<file path="src/rtl/mips_pkg.sv">
// Shared control types for the multicycle MIPS core: FSM states,
// opcode/funct codes and the ALU select encoding used by the ALU.
package mips_pkg;

  typedef enum logic [3:0] {
    FETCH,
    DECODE,
    MEM_ADR,
    MEM_RD,
    MEM_WB,
    MEM_WR,
    EXEC_R,
    ALU_WB,
    BRANCH,
    JUMP,
`ifdef MIPS_CTRL_IMM_EN
    IMM_EX,
    IMM_WB,
`endif
    HALT
  } state_t;

  localparam logic [5:0] OP_RTYPE = 6'h00;
  localparam logic [5:0] OP_J     = 6'h02;
  localparam logic [5:0] OP_BEQ   = 6'h04;
  localparam logic [5:0] OP_ADDI  = 6'h08;
  localparam logic [5:0] OP_ANDI  = 6'h0C;
  localparam logic [5:0] OP_ORI   = 6'h0D;
  localparam logic [5:0] OP_LW    = 6'h23;
  localparam logic [5:0] OP_SW    = 6'h2B;

  localparam logic [5:0] FN_ADD = 6'h20;
  localparam logic [5:0] FN_SUB = 6'h22;
  localparam logic [5:0] FN_AND = 6'h24;
  localparam logic [5:0] FN_OR  = 6'h25;
  localparam logic [5:0] FN_NOR = 6'h27;
  localparam logic [5:0] FN_SLT = 6'h2A;

  localparam logic [3:0] ALU_AND = 4'd0;
  localparam logic [3:0] ALU_OR  = 4'd1;
  localparam logic [3:0] ALU_ADD = 4'd2;
  localparam logic [3:0] ALU_NOR = 4'd3;
  localparam logic [3:0] ALU_SLT = 4'd4;
  localparam logic [3:0] ALU_LUI = 4'd5;
  localparam logic [3:0] ALU_SUB = 4'd6;

  function automatic logic funct_ok(logic [5:0] f);
    return f == FN_ADD || f == FN_SUB || f == FN_AND ||
           f == FN_OR  || f == FN_NOR || f == FN_SLT;
  endfunction

endpackage

</file>
<file path="src/rtl/alu_decoder.sv">
// Combinational ALU select from FSM state plus funct/opcode.
// Immediate ops only decoded when MIPS_CTRL_IMM_EN is defined.
module alu_decoder
  import mips_pkg::*;
(
  input  state_t      state,
  input  logic [5:0]  opcode,
  input  logic [5:0]  funct,
  output logic [3:0]  alu_sel
);

`ifndef MIPS_CTRL_IMM_EN
  logic unused_opcode;
  assign unused_opcode = ^opcode;
`endif

  always_comb begin
    alu_sel = ALU_AND;
    unique case (state)
      FETCH, DECODE, MEM_ADR: alu_sel = ALU_ADD;
      BRANCH:                 alu_sel = ALU_SUB;
      EXEC_R: begin
        unique case (funct)
          FN_ADD:  alu_sel = ALU_ADD;
          FN_SUB:  alu_sel = ALU_SUB;
          FN_AND:  alu_sel = ALU_AND;
          FN_OR:   alu_sel = ALU_OR;
          FN_NOR:  alu_sel = ALU_NOR;
          FN_SLT:  alu_sel = ALU_SLT;
          default: alu_sel = ALU_AND;
        endcase
      end
`ifdef MIPS_CTRL_IMM_EN
      IMM_EX: begin
        unique case (opcode)
          OP_ADDI: alu_sel = ALU_ADD;
          OP_ORI:  alu_sel = ALU_OR;
          OP_ANDI: alu_sel = ALU_AND;
          default: alu_sel = ALU_AND;
        endcase
      end
`endif
      default: alu_sel = ALU_AND;
    endcase
  end

endmodule

</file>
<file path="src/rtl/mips_multicycle_ctrl.sv">
// Multicycle MIPS main control FSM (Moore, FETCH handshakes mem_ready).
// Define MIPS_CTRL_IMM_EN to build ADDI/ANDI/ORI support.
module mips_multicycle_ctrl
  import mips_pkg::*;
(
  input  logic       clk,
  input  logic       rst_n,
  input  logic [5:0] opcode,
  input  logic [5:0] funct,
  input  logic       zero,
  input  logic       mem_ready,
  output logic [3:0] alu_sel,
  output logic       alu_src_a,
  output logic [1:0] alu_src_b,
  output logic       pc_write,
  output logic       pc_write_cond,
  output logic       i_or_d,
  output logic       mem_read,
  output logic       mem_write,
  output logic       ir_write,
  output logic       reg_write,
  output logic       reg_dst,
  output logic       mem_to_reg,
  output logic [1:0] pc_source,
  output logic       illegal_op
);

  state_t state, state_n;

  // zero only qualifies the PC load inside the datapath
  logic unused_zero;
  assign unused_zero = zero;

  always_ff @(posedge clk or negedge rst_n) begin
    if (!rst_n) state <= FETCH;
    else        state <= state_n;
  end

  always_comb begin
    state_n = state;
    unique case (state)
      FETCH:   if (mem_ready) state_n = DECODE;
      DECODE: begin
        unique case (opcode)
          OP_LW, OP_SW: state_n = MEM_ADR;
          OP_RTYPE:     state_n = EXEC_R;
          OP_BEQ:       state_n = BRANCH;
          OP_J:         state_n = JUMP;
`ifdef MIPS_CTRL_IMM_EN
          OP_ADDI, OP_ANDI, OP_ORI: state_n = IMM_EX;
`endif
          default:      state_n = HALT;
        endcase
      end
      MEM_ADR: state_n = (opcode == OP_SW) ? MEM_WR : MEM_RD;
      MEM_RD:  if (mem_ready) state_n = MEM_WB;
      MEM_WR:  if (mem_ready) state_n = FETCH;
      EXEC_R:  state_n = funct_ok(funct) ? ALU_WB : HALT;
`ifdef MIPS_CTRL_IMM_EN
      IMM_EX:  state_n = IMM_WB;
      IMM_WB:  state_n = FETCH;
`endif
      MEM_WB, ALU_WB, BRANCH, JUMP: state_n = FETCH;
      HALT:    state_n = HALT;
      default: state_n = FETCH;
    endcase
  end

  alu_decoder u_alu_dec (
    .state   (state),
    .opcode  (opcode),
    .funct   (funct),
    .alu_sel (alu_sel)
  );

  always_comb begin
    alu_src_a     = 1'b0;
    alu_src_b     = 2'd0;
    pc_write      = 1'b0;
    pc_write_cond = 1'b0;
    i_or_d        = 1'b0;
    mem_read      = 1'b0;
    mem_write     = 1'b0;
    ir_write      = 1'b0;
    reg_write     = 1'b0;
    reg_dst       = 1'b0;
    mem_to_reg    = 1'b0;
    pc_source     = 2'd0;
    illegal_op    = 1'b0;
    unique case (state)
      FETCH: begin
        mem_read  = 1'b1;
        ir_write  = mem_ready;
        alu_src_b = 2'd1;
        pc_write  = mem_ready;
      end
      DECODE:  alu_src_b = 2'd3;
      MEM_ADR: begin
        alu_src_a = 1'b1;
        alu_src_b = 2'd2;
      end
      MEM_RD: begin
        mem_read = 1'b1;
        i_or_d   = 1'b1;
      end
      MEM_WB: begin
        reg_write  = 1'b1;
        mem_to_reg = 1'b1;
      end
      MEM_WR: begin
        mem_write = 1'b1;
        i_or_d    = 1'b1;
      end
      EXEC_R:  alu_src_a = 1'b1;
      ALU_WB: begin
        reg_write = 1'b1;
        reg_dst   = 1'b1;
      end
      BRANCH: begin
        alu_src_a     = 1'b1;
        pc_write_cond = 1'b1;
        pc_source     = 2'd1;
      end
      JUMP: begin
        pc_write  = 1'b1;
        pc_source = 2'd2;
      end
`ifdef MIPS_CTRL_IMM_EN
      IMM_EX: begin
        alu_src_a = 1'b1;
        alu_src_b = 2'd2;
      end
      IMM_WB:  reg_write = 1'b1;
`endif
      HALT:    illegal_op = 1'b1;
      default: ;
    endcase
  end

endmodule

</file>
<file path="config.mk">
export PLATFORM = sky130hd
export DESIGN_NAME = mips_multicycle_ctrl
export DESIGN_NICKNAME = d
export VERILOG_FILES = /design/src/rtl/mips_pkg.sv /design/src/rtl/alu_decoder.sv /design/src/rtl/mips_multicycle_ctrl.sv
export SDC_FILE = /design/constraint.sdc
export NUM_CORES = 1
export LEC_CHECK = 0
export ABC_AREA = 1
export ABC_CLOCK_PERIOD_IN_PS = 1500
export CAP_MARGIN = 20
export CORE_MARGIN = 5
export CORE_UTILIZATION = 35
export CTS_BUF_LIST = sky130_fd_sc_hd__clkbuf_16
export CTS_CLUSTER_DIAMETER = 100
export CTS_CLUSTER_SIZE = 28
export DETAILED_ROUTE_END_ITERATION = 12
export GPL_TIMING_DRIVEN = 0
export HOLD_SLACK_MARGIN = 0.15
export PLACE_DENSITY_LB_ADDON = 0.25
export SLEW_MARGIN = 20
export SYNTH_ARGS = -nofsm -noshare
export SYNTH_HDL_FRONTEND = slang
export SYNTH_SLANG_ARGS = --single-unit
</file>
<file path="constraint.sdc">
create_clock -name clk -period 1.5 [get_ports clk]
set_clock_uncertainty 0.05 [all_clocks]
set_input_delay 0.15 -clock clk [delete_from_list [all_inputs] [get_ports clk]]
set_output_delay 0.15 -clock clk [all_outputs]
set_load 0.02 [all_outputs]
</file>
==> impl_metrics.yaml, run 1 <==
critical_path:
  required_ns: 1.30
  critPathMaxFanout: 4
  worstSetupStartpointType: "flop"
  rr_worst_depth: 7
  crit_arrival_ns: 1.36
  worst-r2r-setup-slack_ns: 0.11
  path_class: "flop to output pin"
  endpoint_kind: "output pin"
routing:
  via_per_inst: 4.96
  dr.pass1.iters: 4
  dr_total_vias: 829
  met1Wirelength_um: 815
  wl_met3_um: 112
  dr_wl_met2_um: 936
  totalWireLength_mm: 1.89
  drt-wirelength-per-cell_um: 11.3
  antenna_left: 0
  drtIter0Drc: 24
  top_layer: "met4"
  drc_errors: 0
timing:
  setup_viol: 3
  hold_viol: 0
  fmax_mhz: 640
  finalWorstSetupSlack_ns: -0.0635
  tns_ns: -0.115
  rsz0062_at_grt: "true"
  maxSlewViolCount: 0
  min_period_over_period: 1.04
  period_minus_slack_ns: 1.56
place:
  dp_slack_ns: -0.570
  port_buffers: 32
  dp_hpwl_mm: 1.41
  gp_congestion: 0.854
floorplanning:
  initial_utilization: 0.367
  die_area_um2: 2450
  die_x_um: 49.5
  ios: 35
  fp.dieH_um: 49.5
  core-area_um2: 1490
  rows: 14
finish:
  seq_area_um2: 103
  antenna_cells: 0
  num-fill-cells: 123
  regMostFlops: "state"
  largest_reg_flops: 4
  final_util: 0.719
  drive_above_1_share: 0.358
  area_growth_pct: 95.9
  finalNetCount: 169
  multiInputGateArea_um2: 444
  largestRegisters: "state x4"
power:
  p_per_area_nw_per_um2: 2010
  p_leak_uw: 0.000572
  peakVddDrop_mv: 1.36
clocking:
  htreeDepth: 1
  clock_sinks: 4
  cts_buffer_depth: 2
  cts_root_buf: "clkbuf_16"
  cts_tree: "built"
  clk_pin_slew_worst_paths_ns: 0.03
  clk_latency_ns: 0.22
  cts_buffers: 3
global_route:
  grt_max_degree: 6
  grt_pass1_vias: 767
  grt_use_total: 0.151
  grt_pass1_wl_mm: 2.97
  grt_overflow_total: 0
  antenna_found_initial: 0
synth:
  synth_largest_area_cell: "nand2_1"
  avgSynthCellArea_um2: 5.02
  syn-cell-area_um2: 547
  synthCells: 109
  ys_seq_elements: 4
  ys_seq_area_frac: 0.183
  synth.distinct_cells: 14
  synth_top_area_share: 0.206
  yosys-top-cells-area: "nand2_1 21%, nor2_1 19%, dfrtp_1 18%"
  ys.warnings.count: 0
  synth_nets: 125
flow_run:
  maxCapViolCount: 0
outcome:
  violations: "negative setup slack"
  status: "complete, but fails checks"
min_path:
  hp-class: "primary input to flop"
  whs_path_depth: 2
==> layer usage <==
metal | track usage | vias up
li1 | - | 426
met1 | 0.162 | 366
met2 | 0.269 | 34
met3 | 0.0361 | 3
met4 | 0.0786 | 0
met5 | 0 | -
==> critical path: stages (launching register included) <==
cell       delay [ns]
dfrtp_1          0.41
inv_2            0.11
nand2_4          0.07
nor2_4           0.13
inv_2            0.06
o2111ai_2        0.19
buf_6            0.15
==> power breakdown <==
group	leakage, µW	internal [µW]	switching (µW)	total [µW]
logic	0.000486	605	889	1490
registers	0.0000489	164	85.1	249
clock network	0.0000370	340	73.6	414
==> Yosys cell counts (all sizes together) <==
cell type and number:
nand2 30, nor2 28, inv 20, nand3 14, dfrtp 4, nand4 3
buf 2, o2111ai 2, o21ai 2, a21oi 1, conb 1, nor3 1
o22ai 1
==> cells in the final DEF (no fill, tap or decap) <==
cell,instances
clkdlybuf4s50_1,14
clkdlybuf4s15_2,2
clkbuf_16,3
nand2_1,22
nor3_1,1
nand2_2,5
nand3_1,13
nand3_4,1
nand2_4,3
nor2_2,3
inv_2,6
dlygate4sd2_1,1
inv_1,13
dlygate4sd3_1,1
nor2_4,3
conb_1,1
inv_4,1
a21oi_1,1
nor2_1,22
o2111ai_1,1
nand4_1,3
dfrtp_2,2
buf_4,12
o2111ai_2,1
o21ai_1,2
dfrtp_1,2
buf_6,4
o22ai_2,1
clkbuf_2,3
buf_2,4
==> path summary, 6_finish.rpt <==
| check | endpoint | startpoint |
|---|---|---|
| max | alu_sel[1] | state[3] |
| min | state[1] | mem_ready |
| max reg2reg | state[1] | state[1] |
| min reg2reg | state[0] | state[0] |
| max in group asynchronous | state[0] | rst_n |
| min in group asynchronous | state[3] | rst_n |
==> repair_timing <==
item | 4_1_cts | 5_1_grt
setup endpoints to repair | 18 | 20
hold endpoints to repair | 4 | 0
cloned | 0 | 0
resized for setup | 78 | 32
pin swaps | 3 | 3
hold buffers | 1 | 0
buffers inserted | 5 | 2
==> stage by stage <==
stage | total power [µW] | hold slack, ns | std cells | instance area [µm²]
2_1_floorplan | 941 | -0.196 | 109 | 549
3_3_place_gp | 1450 | 0.307 | 157 | 890
3_5_place_dp | 1470 | 0.312 | 157 | 890
4_1_cts | 1970 | 0.549 | 166 | 1030
5_1_grt | 2310 | 0.566 | 167 | 1070
6_report | 2160 | 0.545 | 167 | 1070
==> layout make-up <==
type	instances	area share
Sequential cell	4	0.0958
Buffer	2	0.0140
Tap cell	16	0.0187
Inverter	20	0.0724
Clock buffer	3	0.0701
Timing Repair Buffer	39	0.314
Multi-Input combinational cell	83	0.415
==> cell families (layout without fill, tap and decap cells) <==
logic type | Yosys count | after routing | share of synthesized area
AO/OA/AOI/OAI | 6 | 6 | 0.0709
buffers and inverters | 22 | 64 | 0.165
flip-flops | 4 | 4 | 0.183
other | 1 | 1 | 0.00686
AND/OR/NAND/NOR | 76 | 76 | 0.574
(Power assumes the default switching activity.)
==> inputs of run 2 (changes only) <==
--- a/config.mk
+++ b/config.mk
@@ -6,8 +6,7 @@
 export NUM_CORES = 1
 export LEC_CHECK = 0
 export ABC_AREA = 1
-export ABC_CLOCK_PERIOD_IN_PS = 1500
-export CAP_MARGIN = 20
+export CAP_MARGIN = 5
 export CORE_MARGIN = 5
 export CORE_UTILIZATION = 35
 export CTS_BUF_LIST = sky130_fd_sc_hd__clkbuf_16
@@ -16,7 +15,7 @@
 export DETAILED_ROUTE_END_ITERATION = 12
 export GPL_TIMING_DRIVEN = 0
 export HOLD_SLACK_MARGIN = 0.15
-export PLACE_DENSITY_LB_ADDON = 0.25
+export PLACE_DENSITY = 0.78
 export SLEW_MARGIN = 20
 export SYNTH_ARGS = -nofsm -noshare
 export SYNTH_HDL_FRONTEND = slang
==> impl_metrics.yaml, run 2 (same netlist as run 1, synthesis figures left out) <==
outcome:
  status: "complete, but fails checks"
  violations: "negative setup slack"
global_route:
  grt_max_degree: 7
  grt_use_total: 0.171
  grt_overflow_total: 0
  grt_pass1_wl_mm: 3.34
  grt_pass1_vias: 799
  antenna_found_initial: 0
floorplanning:
  die_area_um2: 2450
  rows: 14
  die_x_um: 49.5
  initial_utilization: 0.367
  fp.dieH_um: 49.5
  ios: 35
  core-area_um2: 1490
finish:
  area_growth_pct: 97.5
  final_cell_mix: "25 x nand2_1, 21 x nor2_1, 18 x buf_4"
  stdcell_count: 170
  antenna_cells: 0
  largestRegisters: "state x4"
  largest_reg_flops: 4
  regMostFlops: "state"
  finalNetCount: 172
  drive_above_1_share: 0.377
  final_common_cell: "nand2_1"
place:
  port_buffers: 32
  dp.cells: 157
  dp_hpwl_mm: 1.50
  gp_congestion: 0.875
  dp_slack_ns: -0.577
timing:
  min_period_over_period: 1.03
  maxSlewViolCount: 0
  tns_ns: -0.121
  period_minus_slack_ns: 1.54
  hold_slack_ns: 0.461
  setup_viol: 5
  rsz0062_at_grt: "true"
  finalWorstSetupSlack_ns: -0.0448
  hold_viol: 0
  fmax_mhz: 647
power:
  peakVddDrop_mv: 1.49
  p_leak_uw: 0.000585
  p_per_area_nw_per_um2: 2040
critical_path:
  slowest_stage: "dfrtp_2"
  worstSetupStartpointType: "flop"
  endpoint_kind: "output pin"
  path_class: "flop to output pin"
  crit_arrival_ns: 1.34
  cpPeakStageDelay_ns: 0.46
  critPathMaxFanout: 6
  required_ns: 1.30
  cp_cell_sequence: "nor2_2 > nand3_1 > inv_1 > clkdlybuf4s15_2"
routing:
  antenna_left: 0
  met1Wirelength_um: 772
  dr_total_vias: 865
  drt-wirelength-per-cell_um: 12.9
  drtIter0Drc: 10
  top_layer: "met4"
  via_per_inst: 5.09
  totalWireLength_mm: 2.20
  wl_met3_um: 151
  dr.pass1.iters: 4
  drc_errors: 0
  dr_wl_met2_mm: 1.22
flow_run:
  maxCapViolCount: 0
clocking:
  cts_buffer_depth: 2
  htreeDepth: 1
  clock_sinks: 4
  cts_root_buf: "clkbuf_16"
  clk_latency_ns: 0.22
  cts_buffers: 3
  cts_tree: "built"
  clk_pin_slew_worst_paths_ns: 0.03
min_path:
  hp-class: "primary input to flop"
## run 2: worst max-delay path: cells and delay by family (launching register included)
kind	cells	cell delay, ns
flip-flops	1	0.46
buffers and inverters	2	0.35
AND/OR/NAND/NOR	2	0.31
## run 2: cell type report
type                            instances  area [µm²]
Buffer                                  2        15.0
Clock buffer                            3        75.1
Fill cell                             125         409
Inverter                               20        75.1
Multi-Input combinational cell         83         439
Sequential cell                         4         103
Tap cell                               16        20.0
Timing Repair Buffer                   42         353
## run 2: repair_timing
action | 4_1_cts | 5_1_grt
setup buffers | 3 | 6
pin swaps | 2 | 3
hold buffers | 1 | 0
resized for setup | 76 | 35
endpoints found under the setup margin | 18 | 17
endpoints found under the hold margin | 4 | 0
## run 2: worst paths after layout
kind                            slack [ns]  depth (start not counted)     start         to
worst min register to register        0.69                          5  state[3]   state[2]
min in group asynchronous             0.62                          2     rst_n   state[2]
worst max-delay path                 -0.04                          4  state[1]  mem_write
max in group asynchronous             0.60                          2     rst_n   state[0]
worst min-delay path                  0.46                          7  funct[2]   state[3]
worst max register to register        0.08                         10  state[2]   state[2]
## run 2: where the power goes
part           internal, µW  leakage (µW)  total [µW]  switching, µW
Combinational           623      0.000499        1550            923
Sequential              164     0.0000489         246           81.8
Clock                   340     0.0000370         415           74.5
## run 2: routing by layer
layer | vias to the layer above | GRT usage
met4 | 0 | 0.105
li1 | 429 | -
met1 | 394 | 0.159
met3 | 7 | 0.0572
met5 | - | 0
met2 | 35 | 0.311
## run 2: through the flow
stage | util | instance area [µm²] | total power (µW)
4_1_cts | 0.681 | 1010 | 1920
2_1_floorplan | - | 549 | 941
6_report | 0.725 | 1080 | 2210
3_3_place_gp | 0.597 | 890 | 1450
5_1_grt | 0.725 | 1080 | 2350
3_5_place_dp | 0.597 | 890 | 1480
